## src/rtl/lc3_mmio_bridge.sv

```systemverilog
// LC-3 memory-port bridge: forwards RAM accesses and decodes the keyboard, display and MCR device page.
// Optional FE08 cycle counter is enabled by defining LC3_MMIO_CYCLE_COUNTER_EN.
`timescale 1ns/1ps
module lc3_mmio_bridge #(
    parameter int          KB_FIFO_DEPTH = 4,
    parameter logic [15:0] MMIO_BASE     = 16'hFE00
) (
    input  logic        clk,
    input  logic        reset,
    input  logic        writeEnable,
    input  logic [15:0] address,
    input  logic [15:0] dataToMemory,
    output logic [15:0] dataFromMemory,
    output logic        mem_we,
    output logic [15:0] mem_addr,
    output logic [15:0] mem_wdata,
    input  logic [15:0] mem_rdata,
    input  logic        kb_valid,
    input  logic [7:0]  kb_data,
    output logic        kb_ready,
    output logic        dsp_valid,
    output logic [7:0]  dsp_data,
    input  logic        dsp_ready,
    output logic        halted
);

    localparam int          PTR_W         = (KB_FIFO_DEPTH > 1) ? $clog2(KB_FIFO_DEPTH) : 1;
    localparam logic [PTR_W:0] KB_FULL_COUNT = (PTR_W + 1)'(KB_FIFO_DEPTH);

    localparam logic [15:0] KBSR_ADDR = 16'hFE00;
    localparam logic [15:0] KBDR_ADDR = 16'hFE02;
    localparam logic [15:0] DSR_ADDR  = 16'hFE04;
    localparam logic [15:0] DDR_ADDR  = 16'hFE06;
    localparam logic [15:0] MCR_ADDR  = 16'hFFFE;
`ifdef LC3_MMIO_CYCLE_COUNTER_EN
    localparam logic [15:0] CNT_ADDR  = 16'hFE08;
`endif

    localparam logic [0:0] DSP_IDLE = 1'b0;
    localparam logic [0:0] DSP_BUSY = 1'b1;

    logic             in_dev;
    logic [15:0]      last_addr;
    logic [15:0]      dev_rdata;

    logic [7:0]       kb_mem [KB_FIFO_DEPTH];
    logic [PTR_W-1:0] kb_rd_ptr;
    logic [PTR_W-1:0] kb_wr_ptr;
    logic [PTR_W:0]   kb_count;
    logic             kb_empty;
    logic             kb_full;
    logic             kb_push;
    logic             kb_pop;
    logic             kbdr_access;

    logic [0:0]       dsp_state;
    logic             dsp_overrun;
    logic             ddr_wr;

    logic             mcr_en;
    logic             mcr_wr;

    // Main memory path: pass-through with zero added latency.
    assign in_dev    = (address >= MMIO_BASE);
    assign mem_addr  = address;
    assign mem_wdata = dataToMemory;
    assign mem_we    = writeEnable && !in_dev;

    assign kb_empty    = (kb_count == '0);
    assign kb_full     = (kb_count == KB_FULL_COUNT);
    assign kb_ready    = !kb_full;
    // A held KBDR address is one access; only the first cycle of it pops.
    assign kbdr_access = (address == KBDR_ADDR) && (last_addr != KBDR_ADDR);
    assign kb_push     = kb_valid && !kb_full;
    assign kb_pop      = kbdr_access && !kb_empty;

    assign ddr_wr    = writeEnable && (address == DDR_ADDR);
    assign mcr_wr    = writeEnable && (address == MCR_ADDR);
    assign dsp_valid = (dsp_state == DSP_BUSY);
    assign halted    = !mcr_en;

    always_ff @(posedge clk) begin
        if (reset) begin
            last_addr <= '0;
        end else begin
            last_addr <= address;
        end
    end

    always_ff @(posedge clk) begin
        if (kb_push) begin
            kb_mem[kb_wr_ptr] <= kb_data;
        end
    end

    always_ff @(posedge clk) begin
        if (reset) begin
            kb_rd_ptr <= '0;
            kb_wr_ptr <= '0;
            kb_count  <= '0;
        end else begin
            if (kb_push) begin
                kb_wr_ptr <= kb_wr_ptr + 1'b1;
            end
            if (kb_pop) begin
                kb_rd_ptr <= kb_rd_ptr + 1'b1;
            end
            case ({kb_push, kb_pop})
                2'b10:   kb_count <= kb_count + 1'b1;
                2'b01:   kb_count <= kb_count - 1'b1;
                default: kb_count <= kb_count;
            endcase
        end
    end

    // Display holding register; a store while a character is pending is lost and flagged.
    always_ff @(posedge clk) begin
        if (reset) begin
            dsp_state   <= DSP_IDLE;
            dsp_data    <= '0;
            dsp_overrun <= 1'b0;
        end else begin
            case (dsp_state)
                DSP_IDLE: begin
                    if (ddr_wr) begin
                        dsp_state <= DSP_BUSY;
                        dsp_data  <= dataToMemory[7:0];
                    end
                end
                DSP_BUSY: begin
                    if (ddr_wr) begin
                        dsp_overrun <= 1'b1;
                    end
                    if (dsp_ready) begin
                        dsp_state <= DSP_IDLE;
                    end
                end
            endcase
        end
    end

    always_ff @(posedge clk) begin
        if (reset) begin
            mcr_en <= 1'b1;
        end else if (mcr_wr) begin
            mcr_en <= dataToMemory[15];
        end
    end

`ifdef LC3_MMIO_CYCLE_COUNTER_EN
    logic [15:0] cycle_cnt;
    logic        cnt_wr;

    assign cnt_wr = writeEnable && (address == CNT_ADDR);

    always_ff @(posedge clk) begin
        if (reset) begin
            cycle_cnt <= '0;
        end else if (cnt_wr) begin
            cycle_cnt <= '0;
        end else if (mcr_en) begin
            cycle_cnt <= cycle_cnt + 16'd1;
        end
    end
`endif

    always_comb begin
        dev_rdata = 16'h0000;
        case (address)
            KBSR_ADDR: dev_rdata = {!kb_empty, 15'b0};
            KBDR_ADDR: dev_rdata = {8'h00, kb_empty ? 8'h00 : kb_mem[kb_rd_ptr]};
            DSR_ADDR:  dev_rdata = {!dsp_valid, dsp_overrun, 14'b0};
            MCR_ADDR:  dev_rdata = {mcr_en, 15'b0};
`ifdef LC3_MMIO_CYCLE_COUNTER_EN
            CNT_ADDR:  dev_rdata = cycle_cnt;
`endif
            default:   dev_rdata = 16'h0000;
        endcase
    end

    assign dataFromMemory = in_dev ? dev_rdata : mem_rdata;

endmodule

```

## config.mk

```make
export PLATFORM = sky130hd
export DESIGN_NAME = lc3_mmio_bridge
export DESIGN_NICKNAME = d
export VERILOG_FILES = /design/src/rtl/lc3_mmio_bridge.sv
export SDC_FILE = /design/constraint.sdc
export NUM_CORES = 1
export LEC_CHECK = 0
export ABC_AREA = 1
export CORE_MARGIN = 10
export CORE_UTILIZATION = 35
export CTS_CLUSTER_SIZE = 12
export DETAILED_ROUTE_END_ITERATION = 8
export GPL_TIMING_DRIVEN = 0
export HOLD_SLACK_MARGIN = 0.15
export MAX_ROUTING_LAYER = met4
export PLACE_DENSITY_LB_ADDON = 0.05
export SLEW_MARGIN = 20
export SYNTH_ARGS = -nofsm -noshare
export SYNTH_HDL_FRONTEND = slang
export SYNTH_SLANG_ARGS = --single-unit
```

## constraint.sdc

```tcl
create_clock -name clk -period 2.2 [get_ports clk]
set_input_delay 0.22 -clock clk [delete_from_list [all_inputs] [get_ports clk]]
set_output_delay 0.22 -clock clk [all_outputs]
set_load 0.03 [all_outputs]
```

# == Word-level counts from Yosys, hierarchy flattened ==
# Memory sizes are Yosys's and may differ from the RTL's. A register that Yosys moved wholly into a read port is not among the register bits.
# Cells that the tools add are included.
# totals
register_bits,34
mem_bits_rw,32
in_bits,61
output_inout_bits,60
elab_cells,50
memories,1
# mem_list
name,depth,width,read_ports,rd_clocked_by_memory_dff,wr,line,text
kb_mem,4,8,1,1,1,46,logic [7:0] kb_mem [KB_FIFO_DEPTH];
# op_classes
n_addsub,4
magnitude_cmp,1
eq_ne,9
n_mux,11
bitwise,1
reduce_logical,15
# op_table
cell,n
$eq A16 B16 Y1 const B,5
$pmux W16 S4,1
$ge A16 B16 Y1 const B,1
$mux W16,1
$ne A16 B16 Y1 const B,1
$mux W8,1
$logic_and A1 B1 Y1,6
$pmux W3 S2,1
$logic_not A1 Y1,5
$add A2 B1 Y2 const B,2
$mux W1,4
$mux W2,2
$reduce_and A2 Y1,2
$add A3 B1 Y3 const B,1
$eq A3 B3 Y1 const B,1
$logic_not A3 Y1,1
$sub A3 B1 Y3 const B,1
$eq A2 B1 Y1 const B,1
$eq A2 B2 Y1 const B,1
$pmux W1 S2,1
$reduce_bool A2 Y1,1
$not A1 Y1,1

# == Logic depth before layout (Yosys ltp) ==
# Gate-level depths: netlist of the first run.
# logic_depth
ltp_word,5
ltp_mapped,13
ltp_nobuf,13

# == Least setup slack after synthesis of the first run ==
# No wires, ideal clock.
# synth_timing
path_kind,register to register
startpoint,reg kb_count[1]
endpoint,reg kb_count[2]
setup_time_ns,0.115
t_arrival_ns,1.718
required_time_ns,2.085
path_slack_ns,0.367
stages_incl_launch_ff,11
n_path_buf,0
period_less_slack_ns,1.833
cell_sequence,dfxtp_1 -> inv_1 -> nand3_1 -> nand2_1 -> nand3_1 -> inv_1 -> fa_1 -> inv_1 -> nand4_1 -> a21oi_1 -> nor2_1
# synth_between
elab_chain_cells,5
elab_cells_between_ends,12
cone_classes,2 x add/sub; 3 x eq/ne; 1 x mux; 6 x reduce/logical
# synth_rtl
element,line,text
from (decl),49,logic [PTR_W:0] kb_count;
from (signal assigned),109,2'b10: kb_count <= kb_count + 1'b1;
from (signal assigned),110,2'b01: kb_count <= kb_count - 1'b1;
from (signal assigned),111,default: kb_count <= kb_count;
$eq A3 B3 Y1 *,70,assign kb_full = (kb_count == KB_FULL_COUNT);
$logic_not A1 Y1 *,n/a,
via kb_ready,20,"output logic kb_ready,"
$logic_and A1 B1 Y1 *,74,assign kb_push = kb_valid && !kb_full;
$eq A2 B1 Y1 or $eq A2 B2 Y1 (tied branches),108,"case ({kb_push, kb_pop})"
$pmux W3 S2 or $reduce_bool A2 Y1 (tied branches),n/a,
# The timed path passes the listed nets; every way through them passes the cells marked *.
# A chain may end at the register's enable or synchronous reset.

# == Worst setup path in the final report of the first run ==
# layout_timing
startpoint,in address[14]
endpoint,out dataFromMemory[6]
# layout_between
elab_chain_cells,3
elab_cells_between_ends,7
cone_classes,1 x order compare; 4 x eq/ne; 2 x mux
# layout_rtl
element,line,text
from (decl),11,"input logic [15:0] address,"
"parallel branches: the longest is 2 deep, another holds $ge A16 B16 Y1",n/a,
$mux W16 *,181,assign dataFromMemory = in_dev ? dev_rdata : mem_rdata;
to (decl),13,"output logic [15:0] dataFromMemory,"
# Mark *: on every way between the ends.

==> out/qor.csv, run 1 <==
stage,metric,value,unit
cells_and_area,share of cells above drive strength 1,0.192,
detailed_routing,Via Count,2670,
hold_path,Hold EP,dsp_valid$_SDFF_PP0_,
sta,Worst Skew,8.72,ps
detailed_routing,initial DRC count,92,
power,Peak VDD IR,0.375,mV
placed_design,Final GP Congestion,0.761,
global_route,first-pass GRT wire length,14.1,mm
hold_path,Worst Hold Class,input pin to register,
cells_and_area,Final #Nets,546,
sta,fin crit share,0.960,
power,Power Total,2.87,mW
floorplanning,Die Ht,115,microns
critical_path,crit-path cells,clkdlybuf4s50_1 -> nand2_1 -> nor2_4 -> inv_2 -> nor3_4 -> inv_4 -> a32o_1 -> clkdlybuf4s15_2,
detailed_routing,DRC viols,0,
synth,Synth Area in Simple Gates,0.179,
sta,RSZ-0062 raised after global routing,yes,
critical_path,classification of the worst setup path,input pin to output port,
detailed_routing,WL final,8.74,mm
placed_design,number of port buffers,112,
detailed_routing,First-pass DRT Iterations,4,
placed_design,hpwl dp,6.65,mm
floorplanning,initial core utilization,0.362,
detailed_routing,wire per inst,14.7,microns
critical_path,Reg2Reg Depth,12,
clock_tree,Clock Sinks,68,
critical_path,Reg2Reg Capture Point,kb_count[2]$_SDFFE_PP0P_,
sta,Rel. slew slack,0.457,
cells_and_area,utilization after layout,0.530,
synth,area share of xor/xnor cells in the synthesized design,0,
floorplanning,core area,8810,sq um
global_route,largest net degree at the start of global routing,13,
global_route,initial antenna violation count,0,
global_route,grt ovf,0,
clock_tree,cts bufs inserted,9,
synth,dominant cell type by area after synthesis,edfxtp_1,
synth,compound-cell area share of the yosys netlist,0.114,
critical_path,worst reg-to-reg setup slack,340,ps
critical_path,critical path arrival,1890,ps
job,maxcap violations,0,
outcome,status,completed,
synth,synthesized flop and latch total,68,
sta,Slew Limit Fails,0,
cells_and_area,Filler cells,868,
sta,final setup fails,0,
synth,mux cell area share after synthesis,0,
synth,largest cells by area after synthesis,"edfxtp_1 (30%), dfxtp_1 (23%), buf_4 (7.5%)",
synth,Mean Syn Cell Area,9.03,sq um
cells_and_area,"commonest non-fill, non-tap cell in the layout",clkdlybuf4s50_1,
floorplanning,num rows,34,
hold_path,worst hold stages,2,
placed_design,dpl cells,573,
synth,"Seq/Total Area, Yosys",0.528,
power,pwr/cell area,616,nW/um^2
critical_path,worst-path fanout max,10,
cells_and_area,area grow syn2layout,46.3,%
detailed_routing,Via density,4.50,
floorplanning,Die W,115,microns
cells_and_area,most frequent cells in the layout,"clkdlybuf4s50_1 (95), nor2_1 (59), inv_1 (55), buf_4 (37), dfxtp_1 (35)",
synth,top-area cell type share of the netlist area,0.302,
hold_path,HP Start,reset,
clock_tree,Worst-Skew Late Latency,350,ps
synth,post-synth net total,419,
power,Leakage,1.95,nW
critical_path,nature of the critical path endpoint,output port,
synth,Yosys Warn Count,0,
synth,post-synthesis adder-cell area fraction,0.0220,
sta,WHS,166,ps
cells_and_area,ANT cells,0,
sta,Period minus WS final,2110,ps
sta,Max Clk Rate,474,MHz
critical_path,crit-path max cell delay,510,ps
synth,cells after synthesis,353,
clock_tree,CTS tree,yes,
clock_tree,Longest Clk Path Bufs,2,
cells_and_area,final std cells w/o fill,593,
clock_tree,clock slew at reported path FFs,70,ps
critical_path,critical path data required time,1980,ps
global_route,vias in the first global route,2781,
floorplanning,Top-Level Pins,121,
critical_path,"Slowest-stage cell, CP",clkdlybuf4s50_1,
synth,largest family of logic cells by synthesized area,simple AND/OR/NAND/NOR gates,
synth,Mapped Area,3190,sq um
synth,Yosys cell types,31,
sta,final hold viol count,0,
critical_path,RR Startpoint,last_addr[14]$_SDFF_PP0_,
detailed_routing,number of nets with antenna violations after routing,0,
global_route,GR Util All Layers,0.139,
clock_tree,Root Driver,clkbuf_8,
clock_tree,H-tree lvl count,3,
floorplanning,die area,13300,sq um
critical_path,type of origin of the critical path,input pin,
sta,Worst Tran Pin Value,812,ps
[stage by stage]
step	TNS (ps)	setup WS (ps)	instance area [sq um]
after floorplan	0	367	3190
after global placement	-5980	-532	4440
after detailed placement	-6210	-537	4440
after CTS	0	14.4	4690
after global routing	-32.7	-32.7	4660
final	0	88.2	4660
[area by class of cell]
type                       instances  area, sq um  share of cell area
inverter                          59          224              0.0480
multi-input combinational        186         1040               0.224
buffer                            40          287              0.0614
clock inverter                     7         67.6              0.0145
timing repair buffer             116         1100               0.236
clock buffer                       9          124              0.0266
sequential                        68         1680               0.361
tap                              108          135              0.0290
[cell families after synthesis]
| logic type | count (synthesis) |
|---|---|
| adders and majority gates | 5 |
| and+or+nand+nor | 122 |
| buffers and inverters | 99 |
| DFF | 68 |
| AOI/OAI and AO/OA | 59 |
[Yosys cell counts, drive strengths merged]
master,number
and2,1
o22ai,8
nor4,3
nand3,14
dfxtp,36
a21oi,15
o21ai,27
or2,1
a32o,8
nor3,2
a22o,1
nand2,32
inv,59
clkbuf,4
ha,4
fa,1
edfxtp,32
nand4,5
nor2,64
buf,36
[flip-flops by register name, indices dropped and copies added, names as in the netlist, named ones only]
name	flops
dsp_data	8
dsp_overrun	1
dsp_valid	1
kb_count	3
kb_mem	32
kb_rd_ptr	2
kb_wr_ptr	2
last_addr	16
mcr_en	1
[worst max path at each step]
stage                             start                  endpoint  slack, ps  cells after the start
2_1_floorplan  kb_count[1]$_SDFFE_PP0P_  kb_count[2]$_SDFFE_PP0P_        370                     10
3_3_place_gp                address[15]         dataFromMemory[4]       -530                      8
3_5_place_dp                address[13]         dataFromMemory[4]       -540                      8
4_1_cts                     address[13]        dataFromMemory[15]         10                      8
5_1_grt                     address[14]         dataFromMemory[6]        -30                      8
6_report                    address[14]         dataFromMemory[6]         90                      8
[power by group]
part           switching, mW  internal (mW)  total (mW)
combinational          0.261          0.228       0.489
sequential            0.0145           1.38        1.39
clock                  0.476          0.516       0.992
[per-layer routing]
metal	vias up	share of wire	global-route usage
met3	7	0.071	0.0465
li1	1376	-	-
met4	0	0.0092	0.0405
met2	85	0.48	0.230
met1	1202	0.44	0.157
met5	-	0	-
[repair_timing]
action                     4_1_cts  5_1_grt
setup buffers                    4        0
cloned                           0        0
setup endpoints to repair       17       18
hold buffers                     0        0
pin swaps                        2        1
resized for setup               44       28
[worst max-delay path: cells and delay by family]
kind            cells  cell delay, ps
compound gates      1             240
buf+inv             4            1000
simple gates        3             430
Power figures use the tool's default switching activity.
==> run 2, diff against run 1 <==
CORE_ASPECT_RATIO = 1.4   (was not set)
CTS_CLUSTER_SIZE = 30   (was 12)
RECOVER_POWER = 100   (was not set)
==> out/qor.csv, run 2 (same netlist as run 1, synthesis figures left out) <==
stage,metric,value,unit,change
detailed_routing,Via Count,2666,,-0.15%
global_route,GRT busiest layer,met2,,
sta,RSZ-0062 raised after global routing,yes,,
power,Power Total,3.26,mW,+14%
clock_tree,Longest Clk Path Bufs,2,,unchanged
global_route,grt ovf,0,,unchanged
detailed_routing,initial DRC count,68,,-26%
cells_and_area,max FFs per register,32,,unchanged
global_route,initial antenna violation count,0,,unchanged
global_route,met1 Resource Use GR,0.131,,-0.0261
hold_path,Worst Hold Class,input pin to register,,
critical_path,crit-path max cell delay,500,ps,about the same
sta,fin crit share,0.953,,-0.00719
detailed_routing,WL final,8.67,mm,-0.79%
sta,Max Clk Rate,477,MHz,+0.75%
sta,Worst Tran Pin Value,817,ps,+4.98 ps
cells_and_area,utilization after layout,0.527,,-0.00258
cells_and_area,Final Cell Area,4730,sq um,+1.4%
outcome,status,completed,,
cells_and_area,share of cells above drive strength 1,0.181,,-0.0103
floorplanning,initial core utilization,0.355,,-0.00691
critical_path,Reg2Reg Depth,5,,-7
critical_path,Worst Path Buf+Inv,4,,unchanged
cells_and_area,most frequent cells in the layout,"clkdlybuf4s50_1 (71), nor2_1 (59), inv_1 (54), dfxtp_1 (35), buf_4 (35)",,
cells_and_area,area grow syn2layout,48.4,%,
power,Leakage,2.02,nW,+3.6%
critical_path,classification of the worst setup path,input pin to output port,,
clock_tree,CTS tree,yes,,
sta,Slew Limit Fails,0,,unchanged
hold_path,worst hold stages,2,,unchanged
floorplanning,Top-Level Pins,121,,unchanged
detailed_routing,wire per inst,14.6,microns,-0.62%
hold_path,HP Start,reset,,
global_route,largest net degree at the start of global routing,13,,unchanged
global_route,vias in the first global route,2835,,+1.9%
placed_design,number of port buffers,112,,unchanged
floorplanning,die area,13400,sq um,+0.41%
placed_design,Final GP Congestion,0.751,,-1.3%
global_route,GR Util All Layers,0.134,,-0.00549
critical_path,crit-path cells,clkdlybuf4s50_1 -> nand2_1 -> nor2_4 -> inv_2 -> nor3_4 -> inv_4 -> a32o_1 -> clkdlybuf4s15_2,,
cells_and_area,Filler cells,857,,-1.3%
power,pwr/cell area,689,nW/um^2,+12%
sta,Period minus WS final,2100,ps,-15.8 ps
critical_path,nature of the critical path endpoint,output port,,
clock_tree,clock slew at reported path FFs,50,ps,-20 ps
global_route,met3 Usage GRT,0.0552,,+0.00873
floorplanning,num rows,41,,+21%
sta,final setup fails,0,,unchanged
cells_and_area,"commonest non-fill, non-tap cell in the layout",clkdlybuf4s50_1,,
detailed_routing,DRC viols,0,,unchanged
detailed_routing,First-pass DRT Iterations,4,,unchanged
critical_path,WP depth,8,,unchanged
placed_design,hpwl dp,6.75,mm,+1.5%
sta,final hold viol count,0,,unchanged
detailed_routing,number of nets with antenna violations after routing,0,,unchanged
power,Peak VDD IR,0.431,mV,+15%
clock_tree,H-tree lvl count,3,,unchanged
critical_path,type of origin of the critical path,input pin,,
placed_design,DP Area,4440,sq um,about the same
cells_and_area,Biggest register,kb_mem,,
critical_path,family with the most delay on the worst path,buffers and inverters,,
cells_and_area,Final #Nets,546,,unchanged
critical_path,critical path data required time,1980,ps,about the same
critical_path,CP startpoint,address[15],,
floorplanning,Die W,101,microns,-13%
sta,Worst Skew,5.36,ps,-3.37 ps
critical_path,worst-path fanout max,10,,unchanged
critical_path,"Slowest-stage cell, CP",clkdlybuf4s50_1,,
cells_and_area,largest registers,"kb_mem: 32 flops, last_addr: 16 flops, dsp_data: 8 flops",,
clock_tree,cts bufs inserted,9,,unchanged
floorplanning,core area,8980,sq um,+1.9%
clock_tree,Clock Sinks,68,,unchanged
clock_tree,Worst-Skew Late Latency,330,ps,-20 ps
detailed_routing,Via density,4.50,,about the same
floorplanning,Die Ht,133,microns,+15%
job,maxcap violations,0,,unchanged
critical_path,RR Startpoint,kb_count[1]$_SDFFE_PP0P_,,
cells_and_area,ANT cells,0,,unchanged
critical_path,critical path arrival,1880,ps,about the same
global_route,first-pass GRT wire length,13.6,mm,-3.3%
sta,Rel. slew slack,0.454,,-0.00333
clock_tree,Root Driver,clkbuf_16,,
global_route,GR Util met2,0.227,,-0.00296
-- run 2: final cells by class --
class | instances | area [sq um] | area share
flip-flops and latches | 68 | 1680 | 0.356
repair buffers | 116 | 1100 | 0.232
multi-input cells | 186 | 1020 | 0.217
plain buffers | 40 | 277 | 0.0585
clock buffers | 9 | 225 | 0.0476
inverters | 59 | 224 | 0.0473
well taps | 107 | 134 | 0.0283
clock inverters | 7 | 67.6 | 0.0143
-- run 2: layer usage --
metal  vias up  wire length (microns)
met5         -                      0
met4         0                     79
met3         4                    662
met2        84                   4530
met1      1203                   3400
li1       1375                      -
-- run 2: metrics by stage --
stage               cells  setup TNS [ps]  hold WS (ps)  setup WS, ps
floorplan             353               0           319           367
global placement      572           -5750           432          -540
detailed placement    572           -5730           436          -534
CTS                   589               0           183          10.1
global route          592           -28.7           339         -28.7
finish                592               0           306           104
-- run 2: path summary, 6_finish.rpt --
check / endpoint / slack [ps]
max: dataFromMemory[7] / 100
min: last_addr[4]$_SDFF_PP0_ / 310
max reg2reg: kb_mem[0][7]$_DFFE_PP_ / 300
min reg2reg: dsp_data[2]$_SDFFE_PP0P_ / 440
-- run 2: timing repair --
item / CTS / global route
hold buffers: 0 / 0
pin swaps: 1 / 2
resized for setup: 42 / 28
setup buffers: 1 / 3
endpoints found under the setup margin: 17 / 11
-- run 2: power by group --
group / switching [mW] / internal [mW]
Sequential: 0.0142 / 1.38
Combinational: 0.259 / 0.221
Clock: 0.519 / 0.869
Total: 0.792 / 2.47
==> run 3, diff against run 2 <==
ABC_CLOCK_PERIOD_IN_PS = 2200   (was not set)
==> results of run 3 <==
The final DEF is identical to that of run 2; final timing and power are the same.
